File: config.mk
export PLATFORM = sky130hd
export DESIGN_NAME = processor_control_flat
export DESIGN_NICKNAME = d
export VERILOG_FILES = /design/src/rtl/processor_pkg.sv /design/src/rtl/processor_control_if.sv /design/src/rtl/processor_alu.sv /design/src/rtl/processor_control.sv /design/src/flat_wrapper.sv
export SDC_FILE = /design/constraint.sdc
export NUM_CORES = 2
export LEC_CHECK = 0
export CAP_MARGIN = 25
export CORE_AREA = 2 2 280 282
export CTS_CLUSTER_DIAMETER = 50
export DETAILED_ROUTE_END_ITERATION = 12
export DIE_AREA = 0 0 282 284
export PLACE_DENSITY = 0.73
export SLEW_MARGIN = 20
export SYNTH_ARGS = -nofsm -noshare
export SYNTH_HDL_FRONTEND = slang
export SYNTH_HIERARCHICAL = 1
export SYNTH_SLANG_ARGS = --single-unit
File: constraint.sdc
create_clock -name clk -period 11.5 [get_ports clk]
set_input_delay 1.725 -clock clk [delete_from_list [all_inputs] [get_ports clk]]
set_output_delay 1.725 -clock clk [all_outputs]
set_load 0.02 [all_outputs]
File: src/rtl/processor_pkg.sv
// Shared definitions for the processor sequencer: opcodes, instruction
// field positions, FSM state encoding and default widths.
package processor_pkg;

  localparam int DATA_W_DEF = 32;
  localparam int ADDR_W_DEF = 5;
  localparam int INSTR_W    = 32;

  // Opcode values carried in the top nibble of the instruction word
  localparam logic [3:0] OP_NOP = 4'd0;
  localparam logic [3:0] OP_ADD = 4'd1;
  localparam logic [3:0] OP_SUB = 4'd2;
  localparam logic [3:0] OP_MUL = 4'd3;
  localparam logic [3:0] OP_LDI = 4'd4;

  // Instruction field bit positions; imm overlaps rs2 and is only meaningful for LDI
  localparam int OPC_HI = 31;
  localparam int OPC_LO = 28;
  localparam int RD_HI  = 27;
  localparam int RD_LO  = 23;
  localparam int RS1_HI = 22;
  localparam int RS1_LO = 18;
  localparam int RS2_HI = 17;
  localparam int RS2_LO = 13;
  localparam int IMM_HI = 17;
  localparam int IMM_LO = 0;
  localparam int IMM_W  = IMM_HI - IMM_LO + 1;

  typedef enum logic [1:0] {
    IDLE = 2'd0,
    READ = 2'd1,
    EXEC = 2'd2,
    WB   = 2'd3
  } state_e;

  // Opcodes 5..15 are undefined
  function automatic logic is_legal_op(input logic [3:0] op);
    return (op <= OP_LDI);
  endfunction

endpackage

File: src/rtl/processor_control_if.sv
// Bundle of the instruction handshake and the register-file port pair.
// The master side is the sequencer; the slave side is the instruction
// source together with the register file.
interface processor_control_if
  import processor_pkg::*;
#(
  parameter int DATA_W = DATA_W_DEF,
  parameter int ADDR_W = ADDR_W_DEF
) ();

  logic               instr_valid;
  logic               instr_ready;
  logic [INSTR_W-1:0] instr;

  logic [ADDR_W-1:0]  rf_src1;
  logic [ADDR_W-1:0]  rf_src2;
  logic [DATA_W-1:0]  rf_data_out1;
  logic [DATA_W-1:0]  rf_data_out2;
  logic               rf_write;
  logic [ADDR_W-1:0]  rf_address;
  logic [DATA_W-1:0]  rf_data_in;

  modport master (
    input  instr_valid, instr, rf_data_out1, rf_data_out2,
    output instr_ready, rf_src1, rf_src2, rf_write, rf_address, rf_data_in
  );

  modport slave (
    output instr_valid, instr, rf_data_out1, rf_data_out2,
    input  instr_ready, rf_src1, rf_src2, rf_write, rf_address, rf_data_in
  );

endinterface

File: src/rtl/processor_alu.sv
// Combinational execute unit: ADD/SUB/MUL/LDI result plus carry and zero.
// Undefined opcodes produce zero outputs; the sequencer never registers them.
module processor_alu
  import processor_pkg::*;
#(
  parameter int DATA_W = DATA_W_DEF
) (
  input  logic [3:0]        opcode,
  input  logic [DATA_W-1:0] op_a,
  input  logic [DATA_W-1:0] op_b,
  input  logic [IMM_W-1:0]  imm,
  output logic [DATA_W-1:0] result,
  output logic              carry,
  output logic              zero
);

  logic [DATA_W:0]     sum;
  logic [2*DATA_W-1:0] prod;

  // Select the result and carry for the current opcode
  always_comb begin
    sum    = {1'b0, op_a} + {1'b0, op_b};
    prod   = {{DATA_W{1'b0}}, op_a} * {{DATA_W{1'b0}}, op_b};
    result = '0;
    carry  = 1'b0;
    case (opcode)
      OP_ADD: begin
        result = sum[DATA_W-1:0];
        carry  = sum[DATA_W];
      end
      OP_SUB: begin
        result = op_a - op_b;
        carry  = (op_a < op_b);
      end
      OP_MUL: begin
        result = prod[DATA_W-1:0];
        carry  = |prod[2*DATA_W-1:DATA_W];
      end
      OP_LDI: begin
        result = DATA_W'(imm);
        carry  = 1'b0;
      end
      default: begin
        result = '0;
        carry  = 1'b0;
      end
    endcase
  end

  assign zero = (result == '0);

endmodule

File: src/rtl/processor_control.sv
// Multi-cycle instruction sequencer driving a register file:
// IDLE (accept) -> READ (operand capture) -> EXEC (ALU + flags) -> WB (write, done).
// NOP and undefined opcodes retire straight from IDLE without touching the register file.
module processor_control
  import processor_pkg::*;
#(
  parameter int DATA_W = DATA_W_DEF,
  parameter int ADDR_W = ADDR_W_DEF
) (
  input  logic                 clk,
  input  logic                 reset,
  processor_control_if.master  bus,
  output logic                 done,
  output logic                 carry,
  output logic                 zero,
  output logic                 illegal
);

  state_e             state_q, state_d;
  logic [3:0]         opcode_q, opcode_d;
  logic [ADDR_W-1:0]  rd_q, rd_d;
  logic [IMM_W-1:0]   imm_q, imm_d;
  logic [ADDR_W-1:0]  src1_q, src1_d;
  logic [ADDR_W-1:0]  src2_q, src2_d;
  logic [DATA_W-1:0]  op_a_q, op_a_d;
  logic [DATA_W-1:0]  op_b_q, op_b_d;
  logic               rf_write_q, rf_write_d;
  logic [ADDR_W-1:0]  rf_address_q, rf_address_d;
  logic [DATA_W-1:0]  rf_data_in_q, rf_data_in_d;
  logic               done_q, done_d;
  logic               illegal_q, illegal_d;
  logic               carry_q, carry_d;
  logic               zero_q, zero_d;

  logic [3:0]         in_opcode;
  logic [DATA_W-1:0]  alu_result;
  logic               alu_carry;
  logic               alu_zero;

  assign in_opcode = bus.instr[OPC_HI:OPC_LO];

  processor_alu #(
    .DATA_W (DATA_W)
  ) u_alu (
    .opcode (opcode_q),
    .op_a   (op_a_q),
    .op_b   (op_b_q),
    .imm    (imm_q),
    .result (alu_result),
    .carry  (alu_carry),
    .zero   (alu_zero)
  );

  // Next-state and registered-output logic for the four-phase sequence
  always_comb begin
    state_d      = state_q;
    opcode_d     = opcode_q;
    rd_d         = rd_q;
    imm_d        = imm_q;
    src1_d       = src1_q;
    src2_d       = src2_q;
    op_a_d       = op_a_q;
    op_b_d       = op_b_q;
    rf_write_d   = 1'b0;
    rf_address_d = rf_address_q;
    rf_data_in_d = rf_data_in_q;
    done_d       = 1'b0;
    illegal_d    = 1'b0;
    carry_d      = carry_q;
    zero_d       = zero_q;

    case (state_q)
      IDLE: begin
        if (bus.instr_valid) begin
          opcode_d = in_opcode;
          rd_d     = ADDR_W'(bus.instr[RD_HI:RD_LO]);
          imm_d    = bus.instr[IMM_HI:IMM_LO];
          src1_d   = ADDR_W'(bus.instr[RS1_HI:RS1_LO]);
          src2_d   = ADDR_W'(bus.instr[RS2_HI:RS2_LO]);
          if (in_opcode == OP_NOP) begin
            done_d = 1'b1;
          end else if (!is_legal_op(in_opcode)) begin
            done_d    = 1'b1;
            illegal_d = 1'b1;
          end else begin
            state_d = READ;
          end
        end
      end
      READ: begin
        op_a_d  = bus.rf_data_out1;
        op_b_d  = bus.rf_data_out2;
        state_d = EXEC;
      end
      EXEC: begin
        rf_data_in_d = alu_result;
        carry_d      = alu_carry;
        zero_d       = alu_zero;
        rf_address_d = rd_q;
        rf_write_d   = 1'b1;
        done_d       = 1'b1;
        state_d      = WB;
      end
      WB: begin
        state_d = IDLE;
      end
      default: begin
        state_d = IDLE;
      end
    endcase
  end

  // State and output registers with synchronous reset
  always_ff @(posedge clk) begin
    if (reset) begin
      state_q      <= IDLE;
      opcode_q     <= '0;
      rd_q         <= '0;
      imm_q        <= '0;
      src1_q       <= '0;
      src2_q       <= '0;
      op_a_q       <= '0;
      op_b_q       <= '0;
      rf_write_q   <= 1'b0;
      rf_address_q <= '0;
      rf_data_in_q <= '0;
      done_q       <= 1'b0;
      illegal_q    <= 1'b0;
      carry_q      <= 1'b0;
      zero_q       <= 1'b0;
    end else begin
      state_q      <= state_d;
      opcode_q     <= opcode_d;
      rd_q         <= rd_d;
      imm_q        <= imm_d;
      src1_q       <= src1_d;
      src2_q       <= src2_d;
      op_a_q       <= op_a_d;
      op_b_q       <= op_b_d;
      rf_write_q   <= rf_write_d;
      rf_address_q <= rf_address_d;
      rf_data_in_q <= rf_data_in_d;
      done_q       <= done_d;
      illegal_q    <= illegal_d;
      carry_q      <= carry_d;
      zero_q       <= zero_d;
    end
  end

  // The write strobe is masked by reset so a reset landing on the WB cycle
  // stops the register file from committing the pending result on that edge.
  assign bus.rf_write    = rf_write_q & ~reset;
  assign bus.instr_ready = (state_q == IDLE);
  assign bus.rf_src1     = src1_q;
  assign bus.rf_src2     = src2_q;
  assign bus.rf_address  = rf_address_q;
  assign bus.rf_data_in  = rf_data_in_q;
  assign done            = done_q;
  assign illegal         = illegal_q;
  assign carry           = carry_q;
  assign zero            = zero_q;

endmodule

File: src/flat_wrapper.sv
// flat-port wrapper written by rule: the top's interface ports become plain ports
module processor_control_flat import processor_pkg::*;
#(
  parameter int DATA_W = DATA_W_DEF,
  parameter int ADDR_W = ADDR_W_DEF
)
  (clk, reset, done, carry, zero, illegal, bus_instr_valid, bus_instr, bus_rf_data_out1, bus_rf_data_out2, bus_instr_ready, bus_rf_src1, bus_rf_src2, bus_rf_write, bus_rf_address, bus_rf_data_in);
  processor_control_if #(.DATA_W(DATA_W), .ADDR_W(ADDR_W)) bus_i ();
  input  logic clk;
  input  logic reset;
  output logic done;
  output logic carry;
  output logic zero;
  output logic illegal;
  input wire logic [$bits(bus_i.instr_valid)-1:0] bus_instr_valid;
  input wire logic [$bits(bus_i.instr)-1:0] bus_instr;
  input wire logic [$bits(bus_i.rf_data_out1)-1:0] bus_rf_data_out1;
  input wire logic [$bits(bus_i.rf_data_out2)-1:0] bus_rf_data_out2;
  output wire logic [$bits(bus_i.instr_ready)-1:0] bus_instr_ready;
  output wire logic [$bits(bus_i.rf_src1)-1:0] bus_rf_src1;
  output wire logic [$bits(bus_i.rf_src2)-1:0] bus_rf_src2;
  output wire logic [$bits(bus_i.rf_write)-1:0] bus_rf_write;
  output wire logic [$bits(bus_i.rf_address)-1:0] bus_rf_address;
  output wire logic [$bits(bus_i.rf_data_in)-1:0] bus_rf_data_in;
  assign bus_i.instr_valid = bus_instr_valid;
  assign bus_i.instr = bus_instr;
  assign bus_i.rf_data_out1 = bus_rf_data_out1;
  assign bus_i.rf_data_out2 = bus_rf_data_out2;
  assign bus_instr_ready = bus_i.instr_ready;
  assign bus_rf_src1 = bus_i.rf_src1;
  assign bus_rf_src2 = bus_i.rf_src2;
  assign bus_rf_write = bus_i.rf_write;
  assign bus_rf_address = bus_i.rf_address;
  assign bus_rf_data_in = bus_i.rf_data_in;
  processor_control #(.DATA_W(DATA_W), .ADDR_W(ADDR_W)) u_core (.clk(clk), .reset(reset), .bus(bus_i), .done(done), .carry(carry), .zero(zero), .illegal(illegal));
endmodule
==> flow_metrics.tcl <==
set metrics [dict create \
    root_buffer "clkbuf_16" \
    synth_seq_area_share 0.0667 \
    max_cap_viol_count 0 \
    p_leak_nw 18.8 \
    die_w_um 282 \
    critPathLaunchType "flop" \
    crit_top_cell "fa_1" \
    vias 33921 \
    period_minus_slack_ps 9690 \
    cts_tree "built" \
    synth_edf_count 0 \
    clock_skew_ps 21.2 \
    avgViaCountPerCell 5.92 \
    final_cell_mix "fa_1, inv_1, nand2_1" \
    syn-num-nets 6048 \
    hold_depth 2 \
    synth_cell_type_count 83 \
    die_area_sq_um 80100 \
    hold_path.class "reg -> reg" \
    nNetsFinal 6003 \
    drv_slew 0 \
    fin_util 0.585 \
    fmax_mhz 103 \
    fp.dieH_um 284 \
    cts_resized 0 \
    slowest_delay_ps 910 \
    power_density_nw_per_um2 97.1 \
    rows 102 \
    r2r_cells 26 \
    htree_levels 4 \
    grt_pass1_wl_mm 207 \
    slew-limit-headroom 0.255 \
    cts.sinks 140 \
    synthArstFlopShare 0 \
    netlist_area_sq_um 42000 \
    p_switching_mw 2.42 \
    p_comb_frac 0.700 \
    wire_per_inst_um 23.3 \
    dr.first_iter.drc_count 3130 \
    core_sq_um 77000 \
    antenna_found_initial 7 \
    synth_ff_type "dfxtp_1" \
    synth.avg_cell_area_sq_um 8.91 \
    crit_required_ps 11830 \
    post-place-cells 5694 \
    clk_latency_ps 460 \
    syn_inst 4720 \
    arrival_ps 10020 \
    cts_hold_buf 0 \
    nFillCells 6797 \
    worstMarginPinSlew_ps 1120 \
    crit_type "reg -> reg" \
    io_buffers 151 \
    final_antenna_net_count 0 \
    status "completed" \
    finalSetupViolations 0 \
    clkPwrFrac 0.126 \
    pin_count 152 \
    cts_buffer_depth 2 \
    hold_violations 0 \
    grt_pass1_vias 36078 \
    period_share 0.842 \
    final_common_cell "fa_1" \
    peakVddDrop_uv 88.0 \
    drive_gt1_frac 0.0346 \
    synth_seq_cells 140 \
    wirelength_mm 133 \
    final.setup.tns_ps 0 \
    dr.pass1.iters 6 \
    sequentialPowerShare 0.173 \
    cts_buffers 17 \
    grt_max_degree 53 \
    start_util 0.546 \
    place_congestion 1.01 \
    cts.clk_slew.worst_paths_ps 80 \
    grt_overflow 0 \
    end_kind "flop" \
    synthToLayoutAreaGrowth_pct 7.01 \
    swShare 0.554 \
    internal_power_mw 1.95 \
    total_power_mw 4.37 \
    cp_slowest_cell "a2111oi_1" \
    track_usage 0.341 \
    critPathMaxFanout 18 \
    dp_hpwl_mm 107 \
    drc 0 \
    post_cts_buffers 0 \
    rsz0062_at_grt "no" \
    yosys_warnings 6 \
    fin_cells 5734 \
]
==> routing by layer <==
metal,wire length [um],global-route usage
met2,63800,0.558
met3,10900,0.0460
met1,49200,0.430
met5,0,0
met4,9490,0.206
==> flip-flops by register name, summed over array words and instances (netlist names) <==
register               flops
u_core/done                1
u_core/op_b_q             32
u_core/state_q             2
u_core/opcode_q            4
u_core/bus.rf_address      5
u_core/bus.rf_src1         5
u_core/rd_q                5
u_core/carry               1
u_core/bus.rf_data_in     32
u_core/op_a_q             32
u_core/zero                1
u_core/illegal             1
u_core/imm_q              18
u_core/rf_write_q          1
==> cells in the mapped netlist (16+ instances only) <==
| cell | instances | area [sq um] |
|---|---|---|
| a21o_1 | 41 | 308 |
| a21oi_1 | 176 | 881 |
| a221oi_1 | 16 | 140 |
| a31oi_1 | 31 | 194 |
| and2_1 | 563 | 3520 |
| buf_2 | 21 | 105 |
| clkbuf_1 | 265 | 995 |
| dfxtp_1 | 140 | 2800 |
| fa_1 | 897 | 18000 |
| ha_1 | 332 | 4150 |
| inv_1 | 764 | 2870 |
| mux2i_1 | 108 | 1080 |
| nand2_1 | 584 | 2190 |
| nand2b_1 | 16 | 100 |
| nand3_1 | 33 | 165 |
| nand4_1 | 38 | 238 |
| nor2_1 | 211 | 792 |
| nor3_1 | 34 | 170 |
| o21a_1 | 19 | 143 |
| o21ai_0 | 80 | 400 |
| o21bai_1 | 22 | 165 |
| or3_1 | 16 | 100 |
| xnor2_1 | 31 | 272 |
| xor2_1 | 25 | 219 |
==> kinds of logic after synthesis <==
family / count (synthesis) / share of synthesized area
buffers and inverters: 1071 / 0.0979
XOR/XNOR: 56 / 0.0117
AND/OR/NAND/NOR: 1566 / 0.186
flip-flops: 140 / 0.0667
multiplexers: 109 / 0.0260
adder cells (fa/ha/maj): 1229 / 0.526
AO/OA/AOI/OAI: 549 / 0.0862
==> metrics by stage <==
stage	cell area [sq um]	hold WS, ps	setup WS, ps
floorplan	42000	436	3350
global placement	44300	442	2100
detailed placement	44400	446	1940
CTS	44900	454	1910
global route	45000	482	1370
finish	45000	455	1810
==> path summary, 6_finish.rpt <==
path | from | endpoint | slack, ps
max | u_core/op_b_q[9]$_SDFFE_PP0N_ | u_core/carry$_SDFFE_PP0P_ | 1810
min | u_core/bus.rf_src1[4]$_SDFFE_PP0N_ | u_core/bus.rf_src1[4]$_SDFFE_PP0N_ | 450
max reg2reg | u_core/op_b_q[9]$_SDFFE_PP0N_ | u_core/carry$_SDFFE_PP0P_ | 1810
min reg2reg | u_core/bus.rf_src1[4]$_SDFFE_PP0N_ | u_core/bus.rf_src1[4]$_SDFFE_PP0N_ | 450
==> layout make-up <==
cell class              count  area [sq um]  area share
clock buffers              18           439     0.00976
multi-input cells        3509         35100       0.781
inverters                 765          2870      0.0638
clock inverters            14           128     0.00284
diodes                      6          15.0    0.000334
repair buffers            242          2280      0.0507
flip-flops and latches    140          2810      0.0624
well taps                1040          1300      0.0289
==> worst max-delay path, delay by kind of cell, from the launching register on <==
family,cells,cell delay (ps)
adders and majority gates,9,4500
AOI/OAI and AO/OA,4,1980
and+or+nand+nor,8,1550
DFF,1,800
buffers and inverters,3,490
muxes,1,130
xor gates and xnor gates,1,90
==> power groups by stage <==
stage,registers [mW],clock network [mW],logic (mW)
after global placement,0.770,0,2.93
final,0.757,0.552,3.06
after CTS,0.755,0.559,2.99
after floorplan,0.638,0,2.03
after global routing,0.762,0.574,3.30
after detailed placement,0.765,0,2.97
Power figures use the tool's default switching activity.
